`src/rtl/muon_tdc_sequencer_pkg.sv`:
```
// Shared types and constants for the muon decay-time TDC sequencer.
//   tdc_state_t : run-control state encoding (also exported on state_dbg)
//   CNT_W_DEF   : default interval counter / result width
//   STATS_W     : width of the optional event/timeout statistics counters
//   sat_inc     : saturating increment for the statistics counters
package muon_tdc_pkg;

   localparam int CNT_W_DEF = 16;
   localparam int STATS_W   = 16;

   typedef enum logic [2:0] {
      IDLE    = 3'd0,
      ARMED   = 3'd1,
      MEASURE = 3'd2,
      PUBLISH = 3'd3,
      HOLDOFF = 3'd4
   } tdc_state_t;

   function automatic logic [STATS_W-1:0] sat_inc(input logic [STATS_W-1:0] v);
      return (v == '1) ? v : v + STATS_W'(1);
   endfunction

endpackage

```
`src/rtl/muon_tdc_sequencer_if.sv`:
```
// Result handshake between the TDC sequencer and the display/readout path.
//   result_data    : measured interval in clocks
//   result_timeout : result is a timeout (saturated interval)
//   result_valid   : result available
//   result_ready   : consumer accepts
// master = sequencer side, slave = consumer side.
interface muon_tdc_sequencer_if
   import muon_tdc_pkg::*;
#(
   parameter int CNT_W = CNT_W_DEF
) ();
   logic [CNT_W-1:0] result_data;
   logic             result_timeout;
   logic             result_valid;
   logic             result_ready;

   modport master (output result_data, output result_timeout, output result_valid,
                   input result_ready);
   modport slave  (input result_data, input result_timeout, input result_valid,
                   output result_ready);
endinterface

```
`src/rtl/muon_tdc_sequencer_rising_edge_detector.sv`:
```
// Registered rising-edge detector with async active-low reset.
//   clk, rst_n : clock, asynchronous active-low reset
//   sig        : synchronized input level
//   pulse      : one-cycle registered pulse after each 0->1 transition of sig
// The primed flag suppresses the first sampled cycle after reset so that a
// level already high when reset is released is not reported as an edge.
module rising_edge_detector (
   input  logic clk,
   input  logic rst_n,
   input  logic sig,
   output logic pulse
);
   logic hist;
   logic primed;

   always_ff @(posedge clk or negedge rst_n) begin
      if (!rst_n) begin
         hist   <= 1'b0;
         primed <= 1'b0;
         pulse  <= 1'b0;
      end else begin
         hist   <= sig;
         primed <= 1'b1;
         pulse  <= sig & ~hist & primed;
      end
   end
endmodule

```
`src/rtl/muon_tdc_sequencer.sv`:
```
// Run-control FSM for the decay-time TDC path: arms, converts start/stop hits
// into an interval count, applies timeout and dead time, and publishes one
// result per event over a valid/ready handshake.
//   clk, rst_n          : 100 MHz system clock, asynchronous active-low reset
//   arm                 : run enable level
//   start_in, stop_in   : synchronized coincidence / stop levels
//   res (master)        : result_data, result_timeout, result_valid, result_ready
//   busy                : high in MEASURE, PUBLISH or HOLDOFF
//   state_dbg           : encoded current state
// Optional build macro MUON_TDC_STATS_EN adds clear_stats, event_count and
// timeout_count (saturating statistics of completed transfers).
//
// state   | meaning
// IDLE    | run disabled, waiting for arm
// ARMED   | waiting for a start edge
// MEASURE | counting interval, waiting for stop or timeout
// PUBLISH | result_valid high, waiting for consumer
// HOLDOFF | dead time after a transfer, all edges ignored
module muon_tdc_sequencer
   import muon_tdc_pkg::*;
#(
   parameter int TIMEOUT_CYCLES  = 230,
   parameter int DEADTIME_CYCLES = 16,
   parameter int CNT_W           = CNT_W_DEF
) (
   input  logic                 clk,
   input  logic                 rst_n,
   input  logic                 arm,
   input  logic                 start_in,
   input  logic                 stop_in,
   muon_tdc_sequencer_if.master res,
   output logic                 busy,
   output logic [2:0]           state_dbg
`ifdef MUON_TDC_STATS_EN
   ,
   input  logic                 clear_stats,
   output logic [STATS_W-1:0]   event_count,
   output logic [STATS_W-1:0]   timeout_count
`endif
);
   localparam int HOLD_W = 16;
   localparam logic [CNT_W-1:0]  TIMEOUT_VAL = CNT_W'(TIMEOUT_CYCLES);
   localparam logic [HOLD_W-1:0] HOLD_LOAD   =
      (DEADTIME_CYCLES > 0) ? HOLD_W'(DEADTIME_CYCLES - 1) : '0;

   tdc_state_t        state;
   logic [CNT_W-1:0]  counter;
   logic [CNT_W-1:0]  cnt_inc;
   logic [HOLD_W-1:0] hold_cnt;
   logic              start_p;
   logic              stop_p;
   logic              xfer;

   rising_edge_detector u_start_edge (.clk(clk), .rst_n(rst_n), .sig(start_in), .pulse(start_p));
   rising_edge_detector u_stop_edge  (.clk(clk), .rst_n(rst_n), .sig(stop_in),  .pulse(stop_p));

   // counter holds D-1 on the cycle the stop pulse is seen, so the
   // published interval is counter+1
   assign cnt_inc   = counter + CNT_W'(1);
   assign xfer      = res.result_valid && res.result_ready;
   assign state_dbg = state;

   always_ff @(posedge clk or negedge rst_n) begin
      if (!rst_n) begin
         state              <= IDLE;
         counter            <= '0;
         hold_cnt           <= '0;
         busy               <= 1'b0;
         res.result_data    <= '0;
         res.result_timeout <= 1'b0;
         res.result_valid   <= 1'b0;
      end else begin
         case (state)
            IDLE: begin
               if (arm) state <= ARMED;
            end
            ARMED: begin
               if (start_p) begin
                  state   <= MEASURE;
                  counter <= '0;
                  busy    <= 1'b1;
               end else if (!arm) begin
                  state <= IDLE;
               end
            end
            MEASURE: begin
               if (stop_p) begin
                  res.result_data    <= cnt_inc;
                  res.result_timeout <= 1'b0;
                  res.result_valid   <= 1'b1;
                  state              <= PUBLISH;
               end else if (start_p) begin
                  counter <= '0;
               end else if (cnt_inc >= TIMEOUT_VAL) begin
                  res.result_data    <= TIMEOUT_VAL;
                  res.result_timeout <= 1'b1;
                  res.result_valid   <= 1'b1;
                  state              <= PUBLISH;
               end else begin
                  counter <= cnt_inc;
               end
            end
            PUBLISH: begin
               if (xfer) begin
                  res.result_valid <= 1'b0;
                  if (DEADTIME_CYCLES == 0) begin
                     state <= arm ? ARMED : IDLE;
                     busy  <= 1'b0;
                  end else begin
                     state    <= HOLDOFF;
                     hold_cnt <= HOLD_LOAD;
                  end
               end
            end
            HOLDOFF: begin
               if (hold_cnt == '0) begin
                  state <= arm ? ARMED : IDLE;
                  busy  <= 1'b0;
               end else begin
                  hold_cnt <= hold_cnt - HOLD_W'(1);
               end
            end
            default: begin
               state            <= IDLE;
               busy             <= 1'b0;
               res.result_valid <= 1'b0;
            end
         endcase
      end
   end

`ifdef MUON_TDC_STATS_EN
   always_ff @(posedge clk or negedge rst_n) begin
      if (!rst_n) begin
         event_count   <= '0;
         timeout_count <= '0;
      end else if (clear_stats) begin
         event_count   <= '0;
         timeout_count <= '0;
      end else if (xfer) begin
         event_count <= sat_inc(event_count);
         if (res.result_timeout) timeout_count <= sat_inc(timeout_count);
      end
   end
`endif

endmodule

```
`src/flat_wrapper.sv`:
```
// flat-port wrapper written by rule: the top's interface ports become plain ports
module muon_tdc_sequencer_flat import muon_tdc_pkg::*;
#(
   parameter int TIMEOUT_CYCLES  = 230,
   parameter int DEADTIME_CYCLES = 16,
   parameter int CNT_W           = CNT_W_DEF
)
  (clk, rst_n, arm, start_in, stop_in, busy, state_dbg, res_result_data, res_result_timeout, res_result_valid, res_result_ready);
  muon_tdc_sequencer_if #(.CNT_W(CNT_W)) res_i ();
  input  logic clk;
  input  logic rst_n;
  input  logic arm;
  input  logic start_in;
  input  logic stop_in;
  output logic busy;
  output logic [2:0] state_dbg;
  output wire logic [$bits(res_i.result_data)-1:0] res_result_data;
  output wire logic [$bits(res_i.result_timeout)-1:0] res_result_timeout;
  output wire logic [$bits(res_i.result_valid)-1:0] res_result_valid;
  input wire logic [$bits(res_i.result_ready)-1:0] res_result_ready;
  assign res_result_data = res_i.result_data;
  assign res_result_timeout = res_i.result_timeout;
  assign res_result_valid = res_i.result_valid;
  assign res_i.result_ready = res_result_ready;
  muon_tdc_sequencer #(.TIMEOUT_CYCLES(TIMEOUT_CYCLES), .DEADTIME_CYCLES(DEADTIME_CYCLES), .CNT_W(CNT_W)) u_core (.clk(clk), .rst_n(rst_n), .arm(arm), .start_in(start_in), .stop_in(stop_in), .res(res_i), .busy(busy), .state_dbg(state_dbg));
endmodule
```
`config.mk`:
```
export PLATFORM = sky130hd
export DESIGN_NAME = muon_tdc_sequencer_flat
export DESIGN_NICKNAME = d
export VERILOG_FILES = /design/src/rtl/muon_tdc_sequencer_pkg.sv /design/src/rtl/muon_tdc_sequencer_if.sv /design/src/rtl/muon_tdc_sequencer_rising_edge_detector.sv /design/src/rtl/muon_tdc_sequencer.sv /design/src/flat_wrapper.sv
export SDC_FILE = /design/constraint.sdc
export NUM_CORES = 1
export LEC_CHECK = 0
export ABC_AREA = 0
export BUFFER_PORTS_ARGS = -buffer_cell sky130_fd_sc_hd__buf_4
export CORE_ASPECT_RATIO = 0.5
export CORE_UTILIZATION = 64
export CTS_CLUSTER_SIZE = 14
export DETAILED_ROUTE_END_ITERATION = 10
export PLACE_DENSITY_LB_ADDON = 0.25
export SYNTH_ARGS = -nofsm -noshare
export SYNTH_HDL_FRONTEND = slang
export SYNTH_SLANG_ARGS = --single-unit
```
`constraint.sdc`:
```
create_clock -name clk -period 6.6 [get_ports clk]
set_input_delay 0 -clock clk [delete_from_list [all_inputs] [get_ports clk]]
set_output_delay 0 -clock clk [all_outputs]
set_load 0.05 [all_outputs]
```
== Word level (Yosys, flattened, before mapping) ==
Cells that the tools add are included.

* Bits in registers: 59
* Input bits: 6
* Output and inout bits: 22

* Add/subtract/negate cells: 2
* Magnitude comparators: 1
* Equal/unequal tests: 15
* Multiplexer cells: 30
* Bitwise gates (word level): 8
* Reduce and logical (&&, ||, !) cells: 14

{| class="wikitable"
|+ Operator list
! kind !! count
|-
| 2-to-1 mux 16 bit || 9
|-
| case mux 16 bit (2 select lines) || 2
|-
| 2-to-1 mux 3 bit || 8
|-
| adder 16 x 1 -> 16 bit, second input constant || 1
|-
| greater-or-equal comparator 16 x 8 -> 1 bit, second input constant || 1
|-
| logical NOT 16 bit || 1
|-
| subtractor 16 x 1 -> 16 bit, second input constant || 1
|-
| case mux 3 bit (5 select lines) || 1
|-
| inequality test 2 bit, second input constant || 5
|-
| inequality test 3 bit, second input constant || 3
|-
| AND reduction 3 bit || 3
|-
| 2-to-1 mux 1 bit || 8
|-
| AND reduction 4 bit || 2
|-
| equality test 3 x 2 -> 1 bit, second input constant || 2
|-
| case mux 1 bit (3 select lines) || 2
|-
| AND reduction 6 bit || 1
|-
| nonzero test 2 bit || 3
|-
| OR reduction 3 bit || 2
|-
| bitwise AND 1 bit || 4
|-
| inequality test 2 x 1 -> 1 bit, second input constant || 2
|-
| NOT 1 bit || 4
|-
| equality test 3 x 1 -> 1 bit, second input constant || 1
|-
| equality test 3 bit, second input constant || 1
|-
| logical NOT 3 bit || 1
|-
| 2 further kinds || 2
|}

== Longest topological paths before layout ==
Gate-level depths: netlist of run 1.

* Depth after elaboration: 6
* Gate-level depth with buffers: 10

== Hierarchy ==
A second synthesis of run 1 with hierarchy kept.

* Cells, all modules: 312
* Area total of the unflattened synthesis: 3083.0 um^2

{| class="wikitable"
|+ Modules (own cells, without submodules)
! module !! instances !! cells an instance !! area each (um^2) !! sequential area each (um^2)
|-
| muon_tdc_sequencer || 1 || 302 || 2907.8 || 1351.3
|-
| rising_edge_detector || 2 || 5 || 87.6 || 75.1
|}

== Worst setup path before layout of run 1 ==
No wires, ideal clock.

* Path type: register -> register
* Start: register u_core.counter[0]
* End: register u_core.counter[1]
* Arrival time: 2.306 ns
* Required time: 6.526 ns
* Slack: 4.220 ns
* Stages on the path, launching flop included: 10
* Buffers on the path: 1
* Period minus slack after synthesis: 2.380 ns
* Path through: dfrtp_1 -> ha_1 -> nand2_1 -> nor4_4 -> nand3_1 -> a22oi_2 -> nand3b_2 -> buf_6 -> or4_4 -> o21ai_2

* Word-level cells in the longest chain between the ends: 5
* Elaborated cells between the ends (all ways): 8
* Classes of those cells: add/sub: 1; order compare: 1; eq/ne: 1; mux: 4; reduce/logical: 1

{| class="wikitable"
|+ RTL lines
! what !! RTL line !! text
|-
| start: declaration || muon_tdc_sequencer.sv:47 || <nowiki>logic [CNT_W-1:0] counter;</nowiki>
|-
| start signal: assignment || muon_tdc_sequencer.sv:100 || <nowiki>counter <= cnt_inc;</nowiki>
|-
| adder 16 x 1 -> 16 bit * || muon_tdc_sequencer.sv:59 || <nowiki>assign cnt_inc = counter + CNT_W'(1);</nowiki>
|-
| branches (longest 4 deep; another with greater-or-equal comparator 16 x 8 -> 1 bit) || n/a ||
|}

Mark *: on every way between the ends. The select of a mux whose other input is x is not followed.
A chain may end at the register's enable or synchronous reset.

== Worst setup path after layout of run 1 ==
* Start: register u_core.counter[0]
* End: register u_core.counter[6]

Same word-level chain as after synthesis.

==> results of run 1 <==
-- synthesized netlist by cell type (all sizes together), types with 5 or more instances --
library cell  count
xnor2            12
o21ai            22
dfrtp            59
nand4             6
inv               9
nand2            31
a21oi            20
or3              10
clkbuf            9
o31ai             6
a211oi            7
and3              5
xor2              5
nor4              5
nor2b             8
nor2             56
buf              11
nor3             11
nand3            14
-- final timing paths --
check,from,to,cells past startpoint
setup / recovery,u_core.counter[0],u_core.counter[6],8
hold / removal,arm,u_core.state_dbg[0],3
setup reg to reg,u_core.counter[0],u_core.counter[6],8
hold reg to reg,u_core.u_start_edge.hist,u_core.u_start_edge.pulse,1
max in group asynchronous,rst_n,u_core.u_start_edge.pulse,2
min in group asynchronous,rst_n,u_core.res.result_data[14],2
-- area by class of cell --
class	instances	area (um2)	area share (%)
Inverter	9	33.78	0.9368
Clock buffer	12	155.1	4.303
Clock inverter	4	25.02	0.6940
Multi-Input combinational cell	266	1593	44.17
Tap cell	66	82.58	2.290
Timing Repair Buffer	31	240.2	6.662
Sequential cell	59	1476	40.94
-- flip-flops by register name (all words and copies together), names as in the netlist, 3 cells and up --
| signal | count |
|---|---|
| u_core.hold_cnt | 16 |
| u_core.state_dbg | 3 |
| u_core.res.result_data | 16 |
| u_core.counter | 16 |
-- metrics by stage --
step | hold slack, ns | cells | setup WS [ns] | cell area [um2]
5_1_grt | 0.08835 | 447 | 3.149 | 3606
2_1_floorplan | -0.2956 | 354 | 4.220 | 3198
4_1_cts | 0.05209 | 447 | 3.447 | 3606
3_3_place_gp | 0.08918 | 428 | 3.677 | 3396
6_report | 0.05978 | 447 | 3.426 | 3606
3_5_place_dp | 0.1016 | 428 | 3.510 | 3396
-- report_power, final --
part           total [mW]  internal (mW)  leakage [nW]  switching (mW)
registers           0.544          0.451         0.735          0.0929
clock network       0.300          0.155        0.0884           0.145
logic               0.514          0.168         0.730           0.347
total                1.36          0.774          1.55           0.584
-- kinds of logic after synthesis --
kind of cell | synth area share (%)
simple gates | 26.37
compound gates | 16.71
flops | 46.17
buf+inv | 4.186
xor+xnor | 4.656
fa+ha+maj | 1.174
mux | 0.6260
other cells | 0.1173
-- timing repair --
item / CTS / global route
endpoints found under the hold margin: 63 / 0
hold buffers: 3 / 0
gates resized for setup: 0 / 0
setup endpoints to repair: 0 / 0
-- per-layer routing --
layer  part of all wire, %  track usage [%]  wire length (um)
met5                     0                0                 0
met4                   1.6            11.67               111
met3                   4.7            6.586               329
met2                    49            48.99              3368
met1                    45            37.90              3122
-- worst min-delay path, delay by kind of cell --
kind            cells  cell delay [ns]
compound gates      2             0.27
buf+inv             1             0.09
==> metrics.cfg, run 1 <==
[timing]
rsz0062_at_grt = no
setup_tns_ns = 0
worst_pin_slew_ns = 0.8777
clock_skew_ns = 0.005729
setup_viol = 0
fmax_mhz = 315.1
drv_slew = 0
fin_crit_sh_pct = 48.09
relSlewSlack_pct = 41.49
hold_violations = 0
finalCriticalPeriod_ns = 3.174

[cells_and_area]
antenna_cells = 0
mostFrequentLayoutCell = dfrtp_1
mostFrequentLayoutCells = dfrtp_1 (59), nor2_1 (56), nand2_1 (31), buf_4 (28), a21oi_1 (20)
fin_util_pct = 78.49
num-nets-final = 385
syn2layout_area_growth_pct = 12.75
drive_gt1_share_pct = 14.70
fillers = 316

[logic_synthesis]
avgSynthCellArea_um2 = 9.034
synth_top_area_share_pct = 46.17
synth_seq_cells = 59
yosysTopAreaCell = dfrtp_1
synth_area_leaders = dfrtp_1 (46%), nor2_1 (6.6%), nand2_1 (3.6%)
ys_seq_area_share_pct = 46.17
synth_edf_count = 0
synth.distinct_cells = 57
synth-warning-count = 0
synth_ff_type = dfrtp_1
syn_nets = 363
async_reset_ff_share_pct = 100.0
syn_area_mm2 = 0.003198
synth_cells = 354

[placement]
dp_hpwl_um = 4726
gp_congestion = 0.9051
portBuffers = 27

[worst_setup_path]
cp_max_fo = 13
path_class = register to register
critPathTopFamily = compound AO/OA/AOI/OAI gates
required_ns = 6.78
cp.arrival_ns = 3.35
r2r_slack_ns = 3.43
slowest_stage = a21oi_1
worstPathBufferInverterCount = 0
startpoint_type = register
critPathMaxStageDelay_ns = 0.76
cp-end-kind = register
path_cells = ha_1, nand2_1, nor4_4, nand3_1, a22oi_2, nand3b_2, a21oi_1, o32ai_1

[job]
cap_violations = 0

[floorplan]
design.core.area_mm2 = 0.004594
initial_utilization_pct = 69.61
die_width_um = 102.0
num_io_pins = 28
die_y_um = 51.99
rows = 17
dieArea_mm2 = 0.005301

[clock_network]
cts_root_buf = clkbuf_8
htreeDepth = 3
cts_tree = yes
cts_sinks = 59
clockBufferDepth = 2
clk_pin_slew_ns = 0.07
clk_latency_ns = 0.34
cts_buffers = 9
cts_setup_buffers = 0

[global_route]
antenna_found_initial = 0
gr-total-overflow = 0
grt_pass1_wl_um = 11430
grt_max_degree = 60
grt_usage_pct = 29.45
grt_pass1_vias = 2434

[drt]
finalWirelength_um = 6932
ant_nets = 0
wl_per_cell_um = 15.51
drcViolationCount = 0
drt_iter0_drc = 163
num_vias = 2677
viasPerCell = 5.989
first_pass_iters = 5

[pwr]
ir_drop_v = 0.0002117
power_mw = 1.358
p_leak_nw = 1.553
p_per_area_mw_per_mm2 = 376.6

[run_status]
status = finished, final reports clean

[hold_path]
hp-class = primary input to register

Power figures use the tool's default switching activity.
==> inputs of run 2 (changes only) <==
- CORE_UTILIZATION: 64 -> 59
- clock period: 6.6 -> 3.11 ns (I/O delays scaled with it)
==> run 2 against run 1 <==
  * Sequential share of layout area shrank 0.25 points
  * Combinational power rose by 110%
  * Critical path depth unchanged
  * Utilization is 6.9 points lower
==> metrics.cfg, run 2 (synthesized netlist as in run 1, its figures left out) <==
[run_status]
status = finished, final reports clean

[timing]
setup_viol = 0
fin_crit_sh_pct = 89.87
rsz0062_at_grt = no
worst_pin_slew_ns = 0.7438
clock_skew_ns = 0.007799
finalCriticalPeriod_ns = 2.795
relSlewSlack_pct = 50.41
setup_tns_ns = 0
drv_slew = 0
fmax_mhz = 357.8
hold_violations = 0
finalWorstSetupSlack_ns = 0.3150

[drt]
finalWirelength_um = 7127
viasPerCell = 5.976
drt_iter0_drc = 135
wl_per_cell_um = 15.66
drcViolationCount = 0
ant_nets = 0
num_vias = 2719
first_pass_iters = 4

[global_route]
grt_pass1_vias = 2489
grt_pass1_wl_um = 11450
grt_usage_pct = 27.02
antenna_found_initial = 0
gr-total-overflow = 0
grt_max_degree = 60

[clock_network]
cts_sinks = 59
htreeDepth = 3
cts_resized = 0
clk_latency_ns = 0.35
cts_setup_buffers = 0
cts_tree = yes
clk_pin_slew_ns = 0.06
cts_root_buf = clkbuf_8
clockBufferDepth = 2
cts_buffers = 9

[worst_setup_path]
cp-end-kind = register
r2r_slack_ns = 0.31
ff2ff_path_depth = 8
worstReg2RegEnd = u_core.res.result_data[15]
required_ns = 3.35
cp.arrival_ns = 3.04
cp_max_fo = 13
path_class = register to register
startpoint_type = register
r2r-start = u_core.counter[0]

[placement]
dp_slack_ns = 0.3692
dp.cells = 437
gp_congestion = 0.8534
placed_area_mm2 = 0.003438
portBuffers = 27
dp_hpwl_um = 4876

[cells_and_area]
fin_cells = 455
num-nets-final = 390
antenna_cells = 0
syn2layout_area_growth_pct = 13.46
mostFrequentLayoutCells = dfrtp_1 (59), nor2_1 (56), buf_4 (33), nand2_1 (31), a21oi_1 (20)
multi_input_area_mm2 = 0.001593
largestRegisters = u_core.counter: 16 flops, u_core.hold_cnt: 16 flops, u_core.res.result_data: 16 flops
fillers = 382
drive_gt1_share_pct = 15.32
seqCellArea_mm2 = 0.001476
fin_area_mm2 = 0.003628
mostFrequentLayoutCell = dfrtp_1

[job]
cap_violations = 0

[hold_path]
min_path_cells = 4
min_from = res_result_ready
min_to = u_core.res.result_valid
hp-class = primary input to register

[floorplan]
dieArea_mm2 = 0.005737
num_io_pins = 28
die_width_um = 106.1
die_y_um = 54.06
design.core.area_mm2 = 0.005067
rows = 18
initial_utilization_pct = 63.11

[pwr]
ir_drop_v = 0.0004736
p_per_area_mw_per_mm2 = 784.2
power_mw = 2.846
p_leak_nw = 1.574

==> run 2: cell count changes in the layout (fill, tap and decap cells not counted) <==
cell / change
clkinv_2: +1
clkbuf_8: -1
buf_4: +5
clkinvlp_4: -2
clkbuf_1: +1
==> run 2: cell type report <==
class                      count  area share, %
tap                           70          2.414
multi-input combinational    266          43.90
timing repair buffer          36          7.655
clock inverter                 3         0.4138
clock buffer                  12          4.000
inverter                       9         0.9310
sequential                    59          40.69
==> run 2: what timing repair did <==
action                                 in CTS  in global routing
setup endpoints to repair                   0                  0
endpoints found under the hold margin      63                  0
hold buffers                                3                  0
==> run 2: per-stage QoR <==
step,util [%],hold WS (ns)
6_report,71.60,0.02467
5_1_grt,71.60,0.04954
4_1_cts,71.60,0.01840
3_5_place_dp,67.85,0.1160
3_3_place_gp,67.85,0.09664
2_1_floorplan,-,-0.2956
==> run 2: worst max-delay path, cell delays in order (launching register included) <==
cell	delay (ns)
dfrtp_1	0.47
ha_1	0.29
nand2_1	0.19
nor4_4	0.35
nand3_1	0.14
a22oi_2	0.28
nand3b_2	0.26
o21a_1	0.43
a211oi_1	0.27
==> run 2: power by group <==
| group | internal, mW | switching, mW |
|---|---|---|
| clock | 0.302 | 0.291 |
| combinational | 0.366 | 0.735 |
| sequential | 0.957 | 0.195 |
==> run 2: worst max path at each step <==
| stage | cells after the start | startpoint | end |
|---|---|---|---|
| floorplan | 9 | u_core.counter[0] | u_core.counter[1] |
| finish | 8 | u_core.counter[0] | u_core.res.result_data[15] |
| global placement | 8 | u_core.counter[0] | u_core.res.result_data[8] |
| global route | 8 | u_core.counter[0] | u_core.res.result_data[15] |
| CTS | 8 | u_core.counter[0] | u_core.res.result_data[15] |
| detailed placement | 8 | u_core.counter[0] | u_core.res.result_data[6] |
==> run 2: routing by layer <==
layer	GRT usage, %	up-vias	wire length [um]	part of all wire [%]
li1	-	1312	-	-
met1	33.13	1321	3231	45
met2	45.24	77	3369	47
met3	8.111	9	430	6.0
met4	12.73	0	95	1.3
met5	0	-	0	0
==> inputs of run 3 (changes only) <==
- CORE_ASPECT_RATIO: 0.5 -> 1.75
- SETUP_SLACK_MARGIN: not set -> 0.2
==> run 3 against run 2 <==
  * The run now ends with design-rule violations left
  * Power is 6.3% higher
  * Worst setup slack improved by 0.096 ns
  * Clock power is 27% higher
  * Register-to-register slack improved by 0.096 ns
==> metrics.cfg, run 3 (synthesized netlist as in run 1, its figures left out) <==
[run_status]
status = finished with violations
failed_checks = design-rule violations

[cells_and_area]
num-nets-final = 391
multi_input_area_mm2 = 0.001607
mostFrequentLayoutCell = dfrtp_1
antenna_cells = 0
largestRegisters = u_core.counter: 16 flops, u_core.hold_cnt: 16 flops, u_core.res.result_data: 16 flops
mostFrequentLayoutCells = dfrtp_1 (59), nor2_1 (56), buf_4 (34), nand2_1 (31), a21oi_1 (20)
drive_gt1_share_pct = 16.32
fillers = 431
fin_cells = 441
fin_util_pct = 70.10
syn2layout_area_growth_pct = 15.18
seqCellArea_mm2 = 0.001476

[timing]
setup_viol = 0
hold_violations = 0
setup_tns_ns = 0
fin_crit_sh_pct = 86.78
relSlewSlack_pct = 48.33
drv_slew = 0
finalCriticalPeriod_ns = 2.699
worst_pin_slew_ns = 0.7751
rsz0062_at_grt = no
clock_skew_ns = 0.008361
fmax_mhz = 370.5

[drt]
viasPerCell = 6.172
first_pass_iters = 7
ant_nets = 0
drt_iter0_drc = 120
finalWirelength_um = 7444
wl_per_cell_um = 16.88
drcViolationCount = 2
num_vias = 2722

[placement]
dp.cells = 423
gp_congestion = 0.9407
dp_hpwl_um = 5141
portBuffers = 27

[clock_network]
clk_latency_ns = 0.35
cts_root_buf = clkbuf_8
cts_sinks = 59
cts_tree = yes
htreeDepth = 3
clk_pin_slew_ns = 0.07
cts_buffers = 9
clockBufferDepth = 2
cts_setup_buffers = 0

[pwr]
p_per_area_mw_per_mm2 = 820.8
p_leak_nw = 1.604
ir_drop_v = 0.0004870

[job]
cap_violations = 0

[hold_path]
hp-class = primary input to register

[worst_setup_path]
path_class = register to register
required_ns = 3.35
cp_max_fo = 13
startpoint_type = register
cp-end-kind = register
cp.arrival_ns = 2.94

[global_route]
grt_usage_pct = 29.29
grt_pass1_vias = 2817
grt_max_degree = 60
gr-total-overflow = 0
antenna_found_initial = 0
grt_pass1_wl_um = 12690

[floorplan]
die_width_um = 57.66
initial_utilization_pct = 60.86
num_io_pins = 28
dieArea_mm2 = 0.005731
design.core.area_mm2 = 0.005255
die_y_um = 99.40
rows = 35

[run 3: cell count changes in the layout (fill, tap and decap cells not counted)]
cell	before	now
o21a_1	2	1
clkbuf_8	10	13
o21ai_2	1	2
nand3b_2	1	0
clkbuf_1	2	1
clkinv_2	3	0
o21a_2	0	1
o21ai_1	2	1
buf_4	33	34
bufinv_16	0	1
nand3b_4	0	1
[run 3: final timing paths]
path                                     startpoint                        end  slack, ns  cells past startpoint
max in group asynchronous                     rst_n         u_core.hold_cnt[1]       2.36                      2
hold reg to reg            u_core.u_start_edge.hist  u_core.u_start_edge.pulse       0.41                      1
setup reg to reg                  u_core.counter[0]          u_core.counter[7]       0.41                      8
hold / removal                     res_result_ready    u_core.res.result_valid       0.03                      4
setup / recovery                  u_core.counter[0]          u_core.counter[7]       0.41                      8
min in group asynchronous                     rst_n  u_core.res.result_data[7]       0.25                      2
[run 3: metrics by stage]
step / total power, mW / setup slack, ns / hold slack, ns / area [um2]
2_1_floorplan: 1.928 / 0.7298 / -0.2956 / 3198
3_3_place_gp: 2.246 / 0.5445 / 0.1044 / 3427
3_5_place_dp: 2.273 / 0.3177 / 0.1105 / 3427
4_1_cts: 3.027 / 0.3167 / 0.02577 / 3670
5_1_grt: 3.170 / 0.2022 / 0.04644 / 3684
6_report: 3.023 / 0.4112 / 0.03109 / 3684
[run 3: power breakdown]
group          total [mW]  switching, mW  internal [mW]
clock               0.755          0.301          0.454
sequential           1.15          0.196          0.956
combinational        1.12          0.743          0.373
[run 3: cell type report]
class / count / share of cell area [%]
Clock buffer: 14 / 4.959
Clock inverter: 1 / 0.8152
Inverter: 9 / 0.9171
Sequential cell: 59 / 40.08
Multi-Input combinational cell: 266 / 43.61
Timing Repair Buffer: 37 / 7.745
Tap cell: 55 / 1.868
[run 3: layer usage]
layer	track usage [%]	up-vias	share of wire (%)
li1	-	1309	-
met1	30.28	1295	38
met2	51.25	84	54
met3	6.632	34	3.4
met4	19.78	0	5.0
met5	0	-	0
[run 3: timing repair]
action / in CTS / in global routing
endpoints found under the hold margin: 63 / 0
resized for setup: 0 / 3
hold buffers: 3 / 0
setup endpoints to repair: 0 / 24
[run 3: critical path: stages, from the launching register on]
cell	delay (ns)
dfrtp_1	0.49
ha_1	0.29
nand2_1	0.18
nor4_4	0.35
nand3_1	0.15
a22oi_2	0.33
nand3b_4	0.20
nand3b_1	0.31
o31ai_1	0.28
